### src/rtl/alu_pkg.sv
// Shared ALU definitions: opcode and control-class constants plus the
// operand/opcode payload carried from the issue stage into the ALU.
package alu_pkg;

  localparam int XLEN = 64;
  localparam int RD_W = 5;

  localparam logic [3:0] ALU_AND = 4'b0000;
  localparam logic [3:0] ALU_OR  = 4'b0001;
  localparam logic [3:0] ALU_ADD = 4'b0010;
  localparam logic [3:0] ALU_SUB = 4'b0110;
  localparam logic [3:0] ALU_NOR = 4'b1100;
  localparam logic [3:0] ALU_ILL = 4'b1111;

  localparam logic [1:0] CTRL_MEM    = 2'b00;
  localparam logic [1:0] CTRL_BRANCH = 2'b01;
  localparam logic [1:0] CTRL_ARITH  = 2'b10;
  localparam logic [1:0] CTRL_NOR    = 2'b11;

  localparam logic [2:0] F3_ADDSUB = 3'b000;
  localparam logic [2:0] F3_OR     = 3'b110;
  localparam logic [2:0] F3_AND    = 3'b111;

  typedef struct packed {
    logic [XLEN-1:0] a;
    logic [XLEN-1:0] b;
    logic [3:0]      op;
    logic [RD_W-1:0] rd;
    logic            reg_write;
    logic            illegal;
  } issue_payload_t;

  localparam issue_payload_t PAYLOAD_RESET = '{
    a:         '0,
    b:         '0,
    op:        ALU_ADD,
    rd:        '0,
    reg_write: 1'b0,
    illegal:   1'b0
  };

endpackage

### src/rtl/alu_ctrl_decode.sv
// Maps the main-control class and funct fields onto a 4-bit ALU opcode.
// Purely combinational so later stages can reuse it unchanged.
module alu_ctrl_decode
  import alu_pkg::*;
(
  input  logic [1:0] alu_ctrl,
  input  logic [2:0] funct3,
  input  logic       funct7b5,
  input  logic       is_rtype,
  output logic [3:0] op,
  output logic       illegal
);

  always_comb begin
    op      = ALU_ADD;
    illegal = 1'b0;
    unique case (alu_ctrl)
      CTRL_MEM:    op = ALU_ADD;
      CTRL_BRANCH: op = ALU_SUB;
      CTRL_NOR:    op = ALU_NOR;
      CTRL_ARITH: begin
        unique case (funct3)
          // funct7b5 only selects subtract for register-register forms;
          // immediates reuse bit 30 as part of the constant.
          F3_ADDSUB: op = (is_rtype && funct7b5) ? ALU_SUB : ALU_ADD;
          F3_AND:    op = ALU_AND;
          F3_OR:     op = ALU_OR;
          default: begin
            op      = ALU_ILL;
            illegal = 1'b1;
          end
        endcase
      end
      default: op = ALU_ADD;
    endcase
  end

endmodule

### src/rtl/ex_issue_stage.sv
// ID/EX issue stage: two-entry (main + skid) buffer in front of the ALU.
// Opcode and operand B are resolved at capture so the ALU sees a stable bundle.
module ex_issue_stage
  import alu_pkg::*;
#(
  parameter int XLEN = alu_pkg::XLEN,
  parameter int RD_W = alu_pkg::RD_W
) (
  input  logic            clk,
  input  logic            reset,
  input  logic            flush,
  input  logic            in_valid,
  output logic            in_ready,
  input  logic [XLEN-1:0] in_rs1_data,
  input  logic [XLEN-1:0] in_rs2_data,
  input  logic [XLEN-1:0] in_imm,
  input  logic            in_alu_src,
  input  logic [1:0]      in_alu_ctrl,
  input  logic [2:0]      in_funct3,
  input  logic            in_funct7b5,
  input  logic            in_is_rtype,
  input  logic [RD_W-1:0] in_rd,
  input  logic            in_reg_write,
  output logic            out_valid,
  input  logic            out_ready,
  output logic [XLEN-1:0] alu_a,
  output logic [XLEN-1:0] alu_b,
  output logic [3:0]      alu_op,
  output logic [RD_W-1:0] out_rd,
  output logic            out_reg_write,
  output logic            out_illegal
);

  logic           m_valid;
  logic           s_valid;
  issue_payload_t m_q;
  issue_payload_t s_q;
  issue_payload_t new_pl;
  logic [3:0]     dec_op;
  logic           dec_illegal;
  logic           accept;
  logic           pop;

  alu_ctrl_decode u_decode (
    .alu_ctrl (in_alu_ctrl),
    .funct3   (in_funct3),
    .funct7b5 (in_funct7b5),
    .is_rtype (in_is_rtype),
    .op       (dec_op),
    .illegal  (dec_illegal)
  );

  always_comb begin
    new_pl           = PAYLOAD_RESET;
    new_pl.a         = in_rs1_data;
    new_pl.b         = in_alu_src ? in_imm : in_rs2_data;
    new_pl.op        = dec_op;
    new_pl.rd        = in_rd;
    new_pl.reg_write = in_reg_write;
    new_pl.illegal   = dec_illegal;
  end

  // Ready looks only at the skid flag, so it never combinationally
  // depends on out_ready.
  assign in_ready = ~s_valid & ~flush & ~reset;
  assign accept   = in_valid & in_ready;
  assign pop      = m_valid & out_ready;

  always_ff @(posedge clk) begin
    if (reset) begin
      m_valid <= 1'b0;
      s_valid <= 1'b0;
      m_q     <= PAYLOAD_RESET;
      s_q     <= PAYLOAD_RESET;
    end else if (flush) begin
      m_valid <= 1'b0;
      s_valid <= 1'b0;
    end else if (!m_valid || pop) begin
      if (s_valid) begin
        m_q     <= s_q;
        m_valid <= 1'b1;
      end else if (accept) begin
        m_q     <= new_pl;
        m_valid <= 1'b1;
      end else begin
        m_valid <= 1'b0;
      end
      s_valid <= 1'b0;
    end else if (accept) begin
      s_q     <= new_pl;
      s_valid <= 1'b1;
    end
  end

  assign out_valid     = m_valid;
  assign alu_a         = m_q.a;
  assign alu_b         = m_q.b;
  assign alu_op        = m_q.op;
  assign out_rd        = m_q.rd;
  assign out_reg_write = m_q.reg_write;
  assign out_illegal   = m_q.illegal;

endmodule

### config.mk
export PLATFORM = sky130hd
export DESIGN_NAME = ex_issue_stage
export DESIGN_NICKNAME = d
export VERILOG_FILES = /design/src/rtl/alu_pkg.sv /design/src/rtl/alu_ctrl_decode.sv /design/src/rtl/ex_issue_stage.sv
export SDC_FILE = /design/constraint.sdc
export NUM_CORES = 1
export LEC_CHECK = 0
export ABC_AREA = 0
export BUFFER_PORTS_ARGS = -buffer_cell sky130_fd_sc_hd__buf_2
export CAP_MARGIN = 15
export CORE_AREA = 2 2 183 185
export CTS_CLUSTER_DIAMETER = 50
export DETAILED_ROUTE_END_ITERATION = 8
export DIE_AREA = 0 0 185 187
export HOLD_SLACK_MARGIN = 0.12
export MAX_ROUTING_LAYER = met4
export PLACE_DENSITY = 0.71
export SETUP_SLACK_MARGIN = 0.2
export SYNTH_ARGS = -nofsm -noshare
export SYNTH_HDL_FRONTEND = slang
export SYNTH_HIERARCHICAL = 1
export SYNTH_SLANG_ARGS = --single-unit
### constraint.sdc
create_clock -name clk -period 2.1 [get_ports clk]
set_clock_uncertainty 0.1 [all_clocks]
set_input_delay 0.21 -clock clk [delete_from_list [all_inputs] [get_ports clk]]
set_output_delay 0.21 -clock clk [all_outputs]
set_load 0.02 [all_outputs]
==> reports/qor.yml <==
synth_top_family_by_area: "compound AO/OA/AOI/OAI gates"
core_um2: 32900
hold_path_depth: 4
syn_avg_cell_area_um2: 9.32
gp_congestion: 0.796
r2r_cells: 4
leakage_nw: 8.21
yosysTopAreaCell: "dfxtp_1"
drive_above_1_share_pct: 28.3
synth_fp_nets: 1587
critPathKind: "flip-flop to output port"
slew_headroom_pct: 43.3
hold_end: "alu_b[59]"
fin_nets: 2051
tritoncts: "yes"
overflow: 0
drt_first_iter_violations: 831
start_util_pct: 39.0
yosysWarnings: 6
cp_max_fo: 4
yosysTopAreaCellShare_pct: 43.7
hold_viol_final: 0
whs_ps: 133
rr_endpoint: "s_q[90]"
ys_async_sr_fraction_pct: 0
num_vias: 13300
synthMuxAreaShare_pct: 16.5
placed_cell_area_um2: 14900
yosys-top-cells-area: "dfxtp_1, mux2i_1, o211a_1"
synthAdderAreaFrac_pct: 0
ant_nets: 0
top_usage_layer: "met2"
grt_start_max_net_pins: 129
timing.fmax_mhz: 540
root_buffer: "clkbuf_16"
numClockSinks: 280
place_ws_ps: 273
first_pass_iters: 7
end_kind: "output port"
synth-xor-area-share_pct: 0
setup-violations-final: 0
min-delay-start: "in_imm[59]"
period_needed_ps: 1850
syn_to_final_growth_pct: 43.1
grt_pass1_wl_um: 70500
cp-start-kind: "flip-flop"
drv_cap: 0
synth_compound_area_share_pct: 23.2
synth-simple-area-share_pct: 10.7
clkSlewWorstSetupHoldPaths_ps: 50
synth-edff-count: 0
dp_hpwl_um: 23700
vdd_ir_drop_max_mv: 0.734
setup_ws_ps: 249
met3_usage_pct: 4.81
top_level_ports: 352
grt_util_met2_pct: 42.6
cts_buffer_depth: 3
timing.setup.tns_ps: 0
die_h_um: 187
fin_crit_sh_pct: 88.2
synth_cell_type_count: 34
netlist_area_um2: 12800
drc: 0
die_area_um2: 34600
wl_per_cell_um: 19.4
yosys_most_used_dff: "dfxtp_1"
crit_required_ps: 1790
synth_seq_cells: 280
wl_um: 44900
antenna_found_initial: 6
seq_area_frac_synth_pct: 43.7
worstMarginPinSlew_ps: 850
htreeDepth: 2
avgViaCountPerCell: 5.74
hp-class: "input pin to flip-flop"
grt_pass1_vias: 13500
critical_path_arrival_ps: 1540
final_cells: 2318
grt_usage_pct: 25.7
die_w_um: 185
r2r_slack_ps: 260
rows: 67
clk_latency_ps: 500
grt_util_met1_pct: 29.8
power_density_nw_per_um2: 753
port_buffers: 351
post-place-cells: 2039
cts_buffers: 34
status: "completed"
r2r_start: "s_valid"
rsz0062_at_grt: "no"
drv_slew: 0
postSynthCellCount: 1376
stdcell_area_um2: 18400
registers in the layout, indices dropped and copies added (netlist names):
register,count
alu_a,64
alu_b,64
alu_op,4
out_illegal,1
out_rd,5
out_reg_write,1
out_valid,1
s_q,139
s_valid,1
cells in the mapped netlist (all sizes together), types with 2 or more instances:
master and count:
dfxtp 280, o22ai 64, mux2i 139, o211a 74, nand3 76, clkbuf 95, buf 73, o2111ai 75
a21oi 138, mux2 64, inv 5, nand2 65, nor3 133, o21ai 77, o31ai 2, a211oi 2
a2111oi 2, nor2b 2, nand2b 3
timing repair:
action | CTS | global route
resized for setup | 4 | 4
gates cloned | 2 | 0
hold buffers | 210 | 0
hold endpoints to repair | 271 | 0
buffers inserted | 1 | 0
setup endpoints to repair | 1 | 1
pin swaps | 1 | 0
power breakdown:
| part | internal (mW) | leakage [nW] | total, mW | switching, mW |
|---|---|---|---|---|
| logic | 0.918 | 5.35 | 1.97 | 1.05 |
| clock network | 3.92 | 0.589 | 6.27 | 2.35 |
| registers | 5.48 | 2.27 | 5.58 | 0.0987 |
| total | 10.3 | 8.21 | 13.8 | 3.50 |
metal layers:
layer / wire, um / part of all wire [%]
met5: 0 / 0
met4: 1920 / 4.3
met3: 3260 / 7.2
met2: 21900 / 49
met1: 17800 / 40
cells in the final DEF, fill, tap and decap left out, types with 6 or more instances in the layout:
cell / n
a21oi_1: 138
buf_12: 18
buf_2: 349
buf_4: 16
clkbuf_16: 37
clkbuf_8: 6
dfxtp_1: 279
diode_2: 6
dlygate4sd3_1: 210
mux2_2: 64
mux2i_1: 139
nand2_1: 65
nand3_1: 76
nor3_1: 129
o2111ai_1: 74
o211a_1: 74
o21ai_0: 76
o22ai_1: 64
area by class of cell:
cell class	count	area, um2
inverters	6	35.0
multi-input cells	922	6510
repair buffers	596	4420
fillers	2717	14500
clock buffers	47	1020
well taps	448	561
clock inverters	13	191
diodes	6	15.0
flip-flops and latches	280	5610
critical path: stages, from the launching register on:
cell and delay [ps]:
dfxtp_4 350, or3_4 370, inv_8 100, buf_16 100, buf_4 130
cell families (layout without fill, tap and decap cells):
logic type | count (synthesis) | after routing
other cells | 0 | 6
compound gates | 436 | 436
buf+inv | 174 | 662
mux | 203 | 203
simple gates | 283 | 283
flops | 280 | 280
metrics by stage:
stage | power, mW | utilization [%]
2_1_floorplan | 6.59 | -
3_3_place_gp | 7.19 | 45.4
3_5_place_dp | 7.22 | 45.4
4_1_cts | 13.9 | 55.8
5_1_grt | 14.3 | 55.9
6_report | 13.8 | 55.9
how the worst max path moves through the flow:
stage	start	end	slack (ps)
2_1_floorplan	reset	s_q[66]	450
3_3_place_gp	flush	s_q[117]	330
3_5_place_dp	flush	s_q[96]	270
4_1_cts	s_valid	in_ready	210
5_1_grt	s_valid	in_ready	200
6_report	s_valid	in_ready	250
No activity file was read; power rests on OpenSTA's default activity.
